### config.mk
export PLATFORM = sky130hd
export DESIGN_NAME = mc_control_fsm
export DESIGN_NICKNAME = d
export VERILOG_FILES = /design/src/rtl/mips_pkg.sv /design/src/rtl/alu_ctrl_dec.sv /design/src/rtl/mc_control_fsm.sv
export SDC_FILE = /design/constraint.sdc
export NUM_CORES = 1
export LEC_CHECK = 0
export BUFFER_PORTS_ARGS = -buffer_cell sky130_fd_sc_hd__buf_2
export CAP_MARGIN = 40
export CORE_UTILIZATION = 46
export CTS_BUF_LIST = sky130_fd_sc_hd__clkbuf_16
export CTS_CLUSTER_DIAMETER = 30
export DETAILED_ROUTE_END_ITERATION = 16
export HOLD_SLACK_MARGIN = 0.06
export PLACE_DENSITY_LB_ADDON = 0.3
export SLEW_MARGIN = 20
export SYNTH_ARGS = -nofsm -noshare
export SYNTH_HDL_FRONTEND = slang
export SYNTH_SLANG_ARGS = --single-unit
### constraint.sdc
create_clock -name clk -period 3.5 [get_ports clk]
set_input_delay 1.05 -clock clk [delete_from_list [all_inputs] [get_ports clk]]
set_output_delay 1.05 -clock clk [all_outputs]
set_load 0.005 [all_outputs]
### src/rtl/mips_pkg.sv
// rtl/mips_pkg.sv - Shared MIPS control encodings: ALU ops, opcode/funct constants, FSM states.
package mips_pkg;

    typedef enum logic [3:0] {
        ALU_AND   = 4'b0000,
        ALU_OR    = 4'b0001,
        ALU_ADD   = 4'b0010,
        ALU_XOR   = 4'b0011,
        ALU_ORI   = 4'b0100,
        ALU_ADDIU = 4'b0101,
        ALU_SUB   = 4'b0110,
        ALU_SLT   = 4'b0111,
        ALU_SLL   = 4'b1000,
        ALU_LUI   = 4'b1111
    } alu_op_e;

    localparam logic [5:0] OP_RTYPE = 6'h00;
    localparam logic [5:0] OP_J     = 6'h02;
    localparam logic [5:0] OP_BEQ   = 6'h04;
    localparam logic [5:0] OP_BNE   = 6'h05;
    localparam logic [5:0] OP_ADDI  = 6'h08;
    localparam logic [5:0] OP_ADDIU = 6'h09;
    localparam logic [5:0] OP_ORI   = 6'h0D;
    localparam logic [5:0] OP_LUI   = 6'h0F;
    localparam logic [5:0] OP_LW    = 6'h23;
    localparam logic [5:0] OP_SW    = 6'h2B;

    localparam logic [5:0] FN_SLL  = 6'h00;
    localparam logic [5:0] FN_ADD  = 6'h20;
    localparam logic [5:0] FN_ADDU = 6'h21;
    localparam logic [5:0] FN_SUB  = 6'h22;
    localparam logic [5:0] FN_AND  = 6'h24;
    localparam logic [5:0] FN_OR   = 6'h25;
    localparam logic [5:0] FN_XOR  = 6'h26;
    localparam logic [5:0] FN_SLT  = 6'h2A;

    typedef enum logic [3:0] {
        S_FETCH    = 4'd0,
        S_DECODE   = 4'd1,
        S_MEM_ADDR = 4'd2,
        S_MEM_RD   = 4'd3,
        S_MEM_WB   = 4'd4,
        S_MEM_WR   = 4'd5,
        S_R_EXEC   = 4'd6,
        S_R_WB     = 4'd7,
        S_I_EXEC   = 4'd8,
        S_I_WB     = 4'd9,
        S_BRANCH   = 4'd10,
        S_JUMP     = 4'd11
    } state_e;

    // Which rule the ALU-control decoder applies in the current state.
    typedef enum logic [1:0] {
        CLS_ADD   = 2'd0,
        CLS_SUB   = 2'd1,
        CLS_RTYPE = 2'd2,
        CLS_ITYPE = 2'd3
    } alu_cls_e;

    function automatic logic funct_legal(input logic [5:0] f);
        case (f)
            FN_SLL, FN_ADD, FN_ADDU, FN_SUB,
            FN_AND, FN_OR, FN_XOR, FN_SLT: funct_legal = 1'b1;
            default:                       funct_legal = 1'b0;
        endcase
    endfunction

endpackage

### src/rtl/alu_ctrl_dec.sv
// rtl/alu_ctrl_dec.sv - Combinational {state class, opcode, funct} -> alu_ctrl, ext_zero.
module alu_ctrl_dec
    import mips_pkg::*;
(
    input  alu_cls_e    cls,
    input  logic [5:0]  opcode,
    input  logic [5:0]  funct,
    output logic [3:0]  alu_ctrl,
    output logic        ext_zero
);

    always_comb begin
        alu_ctrl = ALU_ADD;
        ext_zero = 1'b0;
        case (cls)
            CLS_SUB: alu_ctrl = ALU_SUB;
            CLS_RTYPE: begin
                case (funct)
                    FN_ADD, FN_ADDU: alu_ctrl = ALU_ADD;
                    FN_SUB:          alu_ctrl = ALU_SUB;
                    FN_AND:          alu_ctrl = ALU_AND;
                    FN_OR:           alu_ctrl = ALU_OR;
                    FN_XOR:          alu_ctrl = ALU_XOR;
                    FN_SLT:          alu_ctrl = ALU_SLT;
                    FN_SLL:          alu_ctrl = ALU_SLL;
                    default:         alu_ctrl = ALU_ADD;
                endcase
            end
            CLS_ITYPE: begin
                case (opcode)
                    OP_ADDIU: alu_ctrl = ALU_ADDIU;
                    OP_ORI: begin
                        alu_ctrl = ALU_ORI;
                        ext_zero = 1'b1;
                    end
                    OP_LUI: begin
                        alu_ctrl = ALU_LUI;
                        ext_zero = 1'b1;
                    end
                    default:  alu_ctrl = ALU_ADD;
                endcase
            end
            default: alu_ctrl = ALU_ADD;
        endcase
    end

endmodule

### src/rtl/mc_control_fsm.sv
// rtl/mc_control_fsm.sv - Multi-cycle MIPS main control FSM; MC_CTRL_BNE_EN adds bne (opcode 0x05).
module mc_control_fsm
    import mips_pkg::*;
#(
    parameter int STATE_W = 4
) (
    input  logic               clk,
    input  logic               rst_n,
    input  logic [5:0]         opcode,
    input  logic [5:0]         funct,
    input  logic               zero,
    input  logic               mem_ready,
    output logic               mem_req,
    output logic               mem_write,
    output logic               iord,
    output logic               ir_write,
    output logic               pc_en,
    output logic [1:0]         pc_src,
    output logic               alu_src_a,
    output logic [1:0]         alu_src_b,
    output logic               ext_zero,
    output logic [3:0]         alu_ctrl,
    output logic               reg_dst,
    output logic               mem_to_reg,
    output logic               reg_write,
    output logic               illegal_op,
    output logic [STATE_W-1:0] dbg_state
);

    state_e   state, state_next;
    alu_cls_e cls;
    logic     mem_req_s, mem_write_s, ir_write_s, pc_en_s, reg_write_s, illegal_s;
    logic     br_taken;

    always_ff @(posedge clk or negedge rst_n) begin
        if (!rst_n) state <= S_FETCH;
        else        state <= state_next;
    end

`ifdef MC_CTRL_BNE_EN
    assign br_taken = (opcode == OP_BNE) ? ~zero : zero;
`else
    assign br_taken = zero;
`endif

    always_comb begin
        state_next  = state;
        mem_req_s   = 1'b0;
        mem_write_s = 1'b0;
        ir_write_s  = 1'b0;
        pc_en_s     = 1'b0;
        reg_write_s = 1'b0;
        illegal_s   = 1'b0;
        iord        = 1'b0;
        pc_src      = 2'b00;
        alu_src_a   = 1'b0;
        alu_src_b   = 2'b00;
        reg_dst     = 1'b0;
        mem_to_reg  = 1'b0;
        cls         = CLS_ADD;
        case (state)
            S_FETCH: begin
                mem_req_s  = 1'b1;
                alu_src_b  = 2'b01;
                ir_write_s = mem_ready;
                pc_en_s    = mem_ready;
                if (mem_ready) state_next = S_DECODE;
            end
            S_DECODE: begin
                alu_src_b = 2'b11;
                case (opcode)
                    OP_LW, OP_SW: state_next = S_MEM_ADDR;
                    OP_RTYPE: begin
                        if (funct_legal(funct)) state_next = S_R_EXEC;
                        else begin
                            illegal_s  = 1'b1;
                            state_next = S_FETCH;
                        end
                    end
                    OP_ADDI, OP_ADDIU, OP_ORI, OP_LUI: state_next = S_I_EXEC;
                    OP_BEQ: state_next = S_BRANCH;
`ifdef MC_CTRL_BNE_EN
                    OP_BNE: state_next = S_BRANCH;
`endif
                    OP_J:   state_next = S_JUMP;
                    default: begin
                        illegal_s  = 1'b1;
                        state_next = S_FETCH;
                    end
                endcase
            end
            S_MEM_ADDR: begin
                alu_src_a  = 1'b1;
                alu_src_b  = 2'b10;
                state_next = (opcode == OP_SW) ? S_MEM_WR : S_MEM_RD;
            end
            S_MEM_RD: begin
                mem_req_s = 1'b1;
                iord      = 1'b1;
                if (mem_ready) state_next = S_MEM_WB;
            end
            S_MEM_WB: begin
                reg_write_s = 1'b1;
                mem_to_reg  = 1'b1;
                state_next  = S_FETCH;
            end
            S_MEM_WR: begin
                mem_req_s   = 1'b1;
                mem_write_s = 1'b1;
                iord        = 1'b1;
                if (mem_ready) state_next = S_FETCH;
            end
            S_R_EXEC: begin
                alu_src_a  = 1'b1;
                cls        = CLS_RTYPE;
                state_next = S_R_WB;
            end
            S_R_WB: begin
                cls         = CLS_RTYPE;
                reg_write_s = 1'b1;
                reg_dst     = 1'b1;
                state_next  = S_FETCH;
            end
            S_I_EXEC: begin
                alu_src_a  = 1'b1;
                alu_src_b  = 2'b10;
                cls        = CLS_ITYPE;
                state_next = S_I_WB;
            end
            S_I_WB: begin
                cls         = CLS_ITYPE;
                reg_write_s = 1'b1;
                state_next  = S_FETCH;
            end
            S_BRANCH: begin
                alu_src_a  = 1'b1;
                cls        = CLS_SUB;
                pc_src     = 2'b01;
                pc_en_s    = br_taken;
                state_next = S_FETCH;
            end
            S_JUMP: begin
                pc_src     = 2'b10;
                pc_en_s    = 1'b1;
                state_next = S_FETCH;
            end
            default: state_next = S_FETCH;
        endcase
    end

    alu_ctrl_dec u_alu_ctrl_dec (
        .cls      (cls),
        .opcode   (opcode),
        .funct    (funct),
        .alu_ctrl (alu_ctrl),
        .ext_zero (ext_zero)
    );

    // Strobes are killed while reset is asserted so an abandoned access cannot complete.
    assign mem_req    = mem_req_s   & rst_n;
    assign mem_write  = mem_write_s & rst_n;
    assign ir_write   = ir_write_s  & rst_n;
    assign pc_en      = pc_en_s     & rst_n;
    assign reg_write  = reg_write_s & rst_n;
    assign illegal_op = illegal_s   & rst_n;
    assign dbg_state  = STATE_W'(state);

endmodule
==> results.md, run 1 <==
- Run status: finished clean
- Worst VDD drop: 0.4496 mV
- Grt total ovfl: 0
- Final Net Count: 167
- Final WL: 2.478 mm
- Non-Filler Instances: 173
- Final core utilization: 67.27%
- FMAX: 293.3 MHz
- PwrDens: 330.0 mW/mm^2
- All-Layer GR Usage: 26.14%
- Hpwl dp: 1.752 mm
- Final Hold Viols: 0
- Sequential Area: 100.1 um^2
- Design area: 0.001072 mm^2
- Routability cong.: 0.8844
- Number of flip-flops in the largest register: 4
- Largest delay share family, worst path: simple AND/OR/NAND/NOR gates
- Synth cell types: 49
- Area share of the largest cell type after synthesis: 12.12%
- Max H-tree Level: 1
- Die width: 44.37 um
- Post-synth EDFFs: 0
- Clock buffer depth: 2
- Synth Instances: 119
- Post-CTS sizing: 0
- Slew headroom: 63.57%
- Placed cell count: 170
- Hold Buf Count CTS: 0
- Syn_area_per_cell: 6.939 um^2
- Setup crit end kind: output port
- Worst-path cell with the longest stage delay: or4_4
- Post-DRT Antenna Nets: 0
- CTS Sinks: 4
- CP Launch Type: input pin
- Min cycle time layout: 3410 ps
- Number of buffers and inverters on the critical path: 2
- Synth area leaders: dfrtp_1 (12%), nor2_1 (7.7%), clkbuf_1 (4.5%), nor3b_1 (4.5%), a21oi_1 (4.2%)
- Post-Place Cell Area: 993.5 um^2
- Setup TNS: 0 ps
- Largest net degree at the start of global routing: 20
- DR iter-0 viols: 28
- Syn-to-layout area delta: 29.85%
- Top-count cell post-synth: nor2_1
- Worst slew pin tran: 546.4 ps
- IO buf count: 38
- Worst hold path type: in2async
- DR vias: 1031
- Yosys warns: 0
- Via count of the first global-routing pass: 891
- Clock root cell: clkbuf_16
- Setup Buffers After CTS: 0
- Core outline area: 0.001594 mm^2
- CP peak stage delay: 580 ps
- Final period util: 97.42%
- Die height: 44.37 um
- Synthesized cell area: 825.8 um^2
- Post-synth top flop: dfrtp_1
- Worst path cell trace: buf_2 > or4_4 > nor4_4 > o2bb2ai_1 > nor3_1 > buf_2
- Final Skew: 1.641 ps
- I/O pin count: 39
- Post-Syn Nets: 135
- CP max FO: 7
- Clk_lat worst skew: 220 ps
- Pleak: 0.4813 nW
- Area leader, netlist: dfrtp_1
- WS Path Type: in2out
- Routed vias/inst: 5.960
- Seq/Total Area, Yosys: 12.12%
- Most instantiated cells after synthesis: nor2_1 (17), clkbuf_1 (10), a21oi_1 (7)
- Maxcap violations: 0
- Clock tree from TritonCTS: yes
- Register bit count reported by yosys: 4
- Critical path required time: 2450 ps
- Area of the multi-input gates: 646.9 um^2
- Async set-or-reset flop fraction in the synthesized netlist: 100.0%
- Max-slew violations: 0
- Most used cell, CP: buf_2
- Reg clk slew, reported paths: 30 ps
- DRC viols: 0
- Num rows: 14
- RSZ-0062 raised after global routing: no
- Final setup viols: 0
- Routed WL per cell: 14.32 um
- Cts bufs inserted: 3
- Share of layout cells above drive strength 1: 33.56%
- ANT cells: 0
- Drt pass-1 iters: 4
- Fillcell total: 144
- Global-route wire length before repair: 3.905 mm
- Antenna violations before repair: 0
- Critical path arrival: 2360 ps
- Die Area: 0.001969 mm^2
- Starting Density: 51.81%
[worst reg2reg max path: stages (launching register included)]
cell,delay (ps)
dfrtp_1,600
inv_1,220
nor2_1,250
nand3b_1,120
o32ai_1,350
[final timing paths]
| kind | startpoint | endpoint | slack (ps) | cells past startpoint |
|---|---|---|---|---|
| hold reg to reg | dbg_state[0] | dbg_state[0] | 820 | 2 |
| setup reg to reg | dbg_state[0] | dbg_state[1] | 1840 | 4 |
| max in group asynchronous | rst_n | dbg_state[2] | 2670 | 1 |
| setup / recovery | opcode[0] | illegal_op | 90 | 6 |
| hold / removal | rst_n | dbg_state[3] | 670 | 1 |
| min in group clk | dbg_state[0] | dbg_state[0] | 820 | 2 |
[area by class of cell]
class	instances	area share, %
well taps	24	2.800
repair buffers	39	18.44
multi-input cells	97	60.33
flip-flops and latches	4	9.335
inverters	6	2.100
clock buffers	3	7.001
[power breakdown]
| group | total (mW) | internal, mW | switching, mW |
|---|---|---|---|
| Combinational | 0.109 | 0.0472 | 0.0621 |
| Clock | 0.175 | 0.146 | 0.0296 |
| Sequential | 0.0693 | 0.0507 | 0.0186 |
[cell families (layout without fill, tap and decap cells)]
kind of cell	count (synthesis)	count (layout)	share of synthesized area, %
and+or+nand+nor	57	57	41.22
xor gates and xnor gates	4	4	4.243
buffers and inverters	18	48	10.00
AOI/OAI and AO/OA	36	36	32.43
DFF	4	4	12.12
[metrics by stage]
stage | power [mW] | hold WS (ps) | worst slack (ps)
2_1_floorplan | 0.1355 | 676.4 | 319.2
3_3_place_gp | 0.1729 | 816.2 | 96.41
3_5_place_dp | 0.1751 | 805.4 | 34.07
4_1_cts | 0.3531 | 663.4 | 30.65
5_1_grt | 0.3728 | 666.6 | 40.93
6_report | 0.3539 | 666.0 | 90.40
[metal layers]
| layer | track usage, % | up-vias | part of all wire [%] |
|---|---|---|---|
| met1 | 35.16 | 465 | 45 |
| li1 | - | 506 | - |
| met2 | 42.65 | 55 | 47 |
| met4 | 11.52 | 0 | 1.1 |
| met5 | 0 | - | 0 |
| met3 | 2.041 | 5 | 6.5 |
[placed cells by master (no fill, tap or decap), drive strengths merged, types with 3 or more instances in the layout]
cell type,n
nor3,5
nor3b,5
nor2b,3
o21ai,5
nand2,5
o32ai,4
clkbuf,3
xnor2,3
inv,6
nor2,18
dfrtp,4
a21oi,7
nand3b,3
nand3,3
buf,39
No activity file was read; power rests on OpenSTA's default activity.
==> run 2, diff against run 1 <==
--- a/config.mk
+++ b/config.mk
@@ -7,7 +7,7 @@
 export LEC_CHECK = 0
 export BUFFER_PORTS_ARGS = -buffer_cell sky130_fd_sc_hd__buf_2
 export CAP_MARGIN = 40
-export CORE_UTILIZATION = 46
+export CORE_UTILIZATION = 45
 export CTS_BUF_LIST = sky130_fd_sc_hd__clkbuf_16
 export CTS_CLUSTER_DIAMETER = 30
 export DETAILED_ROUTE_END_ITERATION = 16
==> results.md, run 2 (synthesis gave the netlist of run 1 again) <==
- Worst VDD drop: 0.3043 mV
- Final period util: 98.16%
- R2R depth: 4
- Clk_lat worst skew: 220 ps
- IO buf count: 38
- Hold Buf Count CTS: 0
- Non-Filler Instances: 174
- DP Worst Slack: 64.94 ps
- Worst slew pin tran: 545.0 ps
- Setup Buffers After CTS: 0
- Hpwl dp: 1.726 mm
- Grt total ovfl: 0
- DR vias: 996
- R2R setup slack: 1980 ps
- Placed cell count: 171
- Final Skew: 0.2506 ps
- Critical path origin: opcode[4]
- Setup TNS: 0 ps
- Min cycle time layout: 3436 ps
- Most common cell after layout, fill and taps aside: buf_2
- Starting Density: 47.83%
- Antenna violations before repair: 0
- Final setup viols: 0
- Core outline area: 0.001727 mm^2
- Pleak: 0.4821 nW
- Critical path arrival: 2390 ps
- Num rows: 15
- DR iter-0 viols: 34
- Routed vias/inst: 5.724
- Reg clk slew, reported paths: 30 ps
- FMAX: 291.1 MHz
- CP Launch Type: input pin
- Clock buffer depth: 2
- Largest net degree at the start of global routing: 20
- Routed WL per cell: 13.32 um
- RSZ-0062 raised after global routing: no
- ANT cells: 0
- Most frequent cells in the layout: buf_2 (38), nor2_1 (17), a21oi_1 (7)
- Global-route wire length before repair: 3.594 mm
- Clock root cell: clkbuf_16
- Cts bufs inserted: 3
- R2r endpoint: dbg_state[1]
- Die width: 44.84 um
- Slew headroom: 63.67%
- Run status: finished clean
- Fillcell total: 171
- CTS Sinks: 4
- Setup crit end kind: output port
- Worst hold path type: in2async
- Critical path required time: 2450 ps
- Pwr Total: 349.3 uW
- R2r startpoint: dbg_state[0]
- DRC viols: 0
- Drt pass-1 iters: 4
- Final core utilization: 61.96%
- WS Path Type: in2out
- Post-route setup slack: 64.39 ps
- Die height: 44.84 um
- All-Layer GR Usage: 23.66%
- Routability cong.: 0.8297
- CP max FO: 6
- Final Net Count: 167
- Max-slew violations: 0
- I/O pin count: 39
- Max H-tree Level: 1
- Clock tree from TritonCTS: yes
- Via count of the first global-routing pass: 841
- PwrDens: 326.5 mW/mm^2
- Maxcap violations: 0
- Final WL: 2.317 mm
- Post-DRT Antenna Nets: 0
- Share of layout cells above drive strength 1: 32.89%
- Final Hold Viols: 0
- Die Area: 0.002010 mm^2
- Post-CTS sizing: 0
- Syn-to-layout area delta: 29.55%
- Number of flip-flops in the largest register: 4
## run 2: changes by cell type in the layout (fill, tap and decap cells not counted)
| cell | previous run | this run |
|---|---|---|
| a21oi_2 | 1 | 0 |
| a21oi_1 | 6 | 7 |
## run 2: worst max path at each step
stage,endpoint,cells after the start,slack [ps]
floorplan,alu_ctrl[3],4,320
global placement,alu_ctrl[2],6,100
detailed placement,alu_ctrl[3],6,60
CTS,alu_ctrl[2],6,70
global route,alu_ctrl[2],6,20
finish,alu_ctrl[3],6,60
## run 2: area by class of cell
| cell class | instances | area (um^2) | share of cell area (%) |
|---|---|---|---|
| clock buffer | 3 | 75.07 | 7.018 |
| timing repair buffer | 39 | 197.7 | 18.48 |
| inverter | 6 | 22.52 | 2.105 |
| multi-input combinational | 97 | 643.1 | 60.12 |
| tap | 25 | 31.28 | 2.924 |
| sequential | 4 | 100.1 | 9.357 |
## run 2: power by group
part / switching, mW / leakage [nW] / total (mW) / internal [mW]
clock: 0.0285 / 0.0370 / 0.174 / 0.146
sequential: 0.0193 / 0.0540 / 0.0700 / 0.0507
combinational: 0.0580 / 0.391 / 0.105 / 0.0472
total: 0.106 / 0.482 / 0.349 / 0.243
## run 2: worst max-delay path, stage by stage
cell and delay [ps]:
buf_2 130, or2_2 320, or4_4 510, nor2_2 120, a22o_2 150, buf_2 100
## run 2: routing by layer
metal / up-vias / global-route usage (%) / part of all wire (%)
met5: - / 0 / 0
met2: 30 / 42.35 / 52
met3: 0 / 1.600 / 3.4
met1: 462 / 30.30 / 44
li1: 504 / - / -
met4: 0 / 7.273 / 0
## run 2: metrics by stage
stage	hold slack (ps)	cell area [um^2]
floorplan	676.4	825.8
global placement	796.7	994.7
detailed placement	797.8	994.7
CTS	662.7	1070
global route	676.5	1070
finish	664.1	1070
==> run 3, diff against run 2 <==
--- a/config.mk
+++ b/config.mk
@@ -7,12 +7,15 @@
 export LEC_CHECK = 0
 export BUFFER_PORTS_ARGS = -buffer_cell sky130_fd_sc_hd__buf_2
 export CAP_MARGIN = 40
-export CORE_UTILIZATION = 45
-export CTS_BUF_LIST = sky130_fd_sc_hd__clkbuf_16
+export CELL_PAD_IN_SITES_DETAIL_PLACEMENT = 1
+export CELL_PAD_IN_SITES_GLOBAL_PLACEMENT = 1
+export CORE_ASPECT_RATIO = 2
+export CORE_UTILIZATION = 31
 export CTS_CLUSTER_DIAMETER = 30
 export DETAILED_ROUTE_END_ITERATION = 16
 export HOLD_SLACK_MARGIN = 0.06
 export PLACE_DENSITY_LB_ADDON = 0.3
+export SKIP_CTS_REPAIR_TIMING = 1
 export SLEW_MARGIN = 20
 export SYNTH_ARGS = -nofsm -noshare
 export SYNTH_HDL_FRONTEND = slang
==> results.md, run 3 (synthesis gave the netlist of run 1 again) <==
- Run status: finished clean
- Routed vias/inst: 5.899
- DP Worst Slack: 76.57 ps
- Reg clk slew, reported paths: 30 ps
- Met2 WL: 1.666 mm
- Final Hold Viols: 0
- Share of layout cells above drive strength 1: 33.77%
- CTS Sinks: 4
- Via count of the first global-routing pass: 1046
- Post-route setup slack: 52.31 ps
- Maxcap violations: 0
- Grt total ovfl: 0
- DRC viols: 0
- Largest delay share family, worst path: simple AND/OR/NAND/NOR gates
- Die Area: 0.002887 mm^2
- Max-slew violations: 0
- Non-Filler Instances: 179
- Final WL: 2.866 mm
- Min cycle time layout: 3448 ps
- Clock buffer depth: 2
- Global-route wire length before repair: 4.629 mm
- Final core utilization: 41.57%
- DR iter-0 viols: 9
- Most frequent cells in the layout: buf_2 (38), nor2_1 (17), a21oi_1 (7)
- CP Launch Type: input pin
- Slew headroom: 60.67%
- ANT cells: 0
- Worst VDD drop: 0.2454 mV
- Final Skew: 0.3796 ps
- Final period util: 98.51%
- Drt pass-1 iters: 4
- Die height: 74.99 um
- Largest net degree at the start of global routing: 20
- Most common cell after layout, fill and taps aside: buf_2
- Syn-to-layout area delta: 27.73%
- Pleak: 0.4763 nW
- I/O pin count: 39
- Antenna violations before repair: 0
- Post-Place Cell Area: 0.001013 mm^2
- RSZ-0062 raised after global routing: no
- Hold slack: 672.5 ps
- Final setup viols: 0
- Pwr Total: 281.2 uW
- CP max FO: 4
- Setup TNS: 0 ps
- Routed WL per cell: 16.01 um
- Worst slew pin tran: 590.0 ps
- Placed cell count: 176
- Hpwl dp: 2.232 mm
- Design area: 0.001055 mm^2
- All-Layer GR Usage: 21.77%
- Number of buffers and inverters on the critical path: 2
- IO buf count: 38
- Post-DRT Antenna Nets: 0
- CP peak stage delay: 520 ps
- Starting Density: 32.54%
- Clock root cell: clkbuf_8
- PwrDens: 266.6 mW/mm^2
- Critical path arrival: 2400 ps
- Clk_lat worst skew: 220 ps
- Number of flip-flops in the largest register: 4
- Worst path cell trace: buf_2 > or2_2 > or4_4 > a21oi_1 > a311o_1 > buf_2
- DR vias: 1056
- Final Net Count: 169
- WS Path Type: in2out
- Die width: 38.50 um
- FMAX: 290.0 MHz
- Worst hold path type: in2async
- Max H-tree Level: 1
- Met1 wire length: 1.082 mm
- Critical path required time: 2450 ps
- Cts bufs inserted: 3
- Core outline area: 0.002537 mm^2
- Num rows: 26
- Worst-path cell with the longest stage delay: or4_4
- Most used cell, CP: buf_2
- Met3 wire len: 81 um
- Top sig layer: met4
- Setup crit end kind: output port
- Clock tree from TritonCTS: yes
- Routability cong.: 0.8425
-- run 3: cell count changes in the layout (fill, tap and decap cells not counted), sizes merged --
cell | before | now
buf | 39 | 41
-- run 3: final timing paths --
path | start | endpoint | slack, ps | cells past startpoint
min in group clk | dbg_state[0] | dbg_state[0] | 820 | 2
worst max register to register | dbg_state[0] | dbg_state[1] | 1850 | 4
worst min-delay path | rst_n | dbg_state[1] | 670 | 1
worst max-delay path | opcode[4] | alu_ctrl[2] | 50 | 6
max in group asynchronous | rst_n | dbg_state[0] | 2660 | 1
worst min register to register | dbg_state[0] | dbg_state[0] | 820 | 2
-- run 3: layout make-up --
type / count / area [um^2]
clock buffer: 3 / 41.29
fill: 342 / 1483
inverter: 6 / 22.52
multi-input combinational: 97 / 643.1
sequential: 4 / 100.1
tap: 28 / 35.03
timing repair buffer: 41 / 212.7
-- run 3: layer usage --
layer	vias to the layer above	track usage [%]
li1	509	-
met1	515	20.80
met2	27	43.89
met3	5	2.360
met4	0	7.280
met5	-	0
-- run 3: where the power goes --
group	leakage [nW]	switching (mW)	internal (mW)
sequential	0.0540	0.0206	0.0506
combinational	0.401	0.0623	0.0486
clock	0.0216	0.0256	0.0735
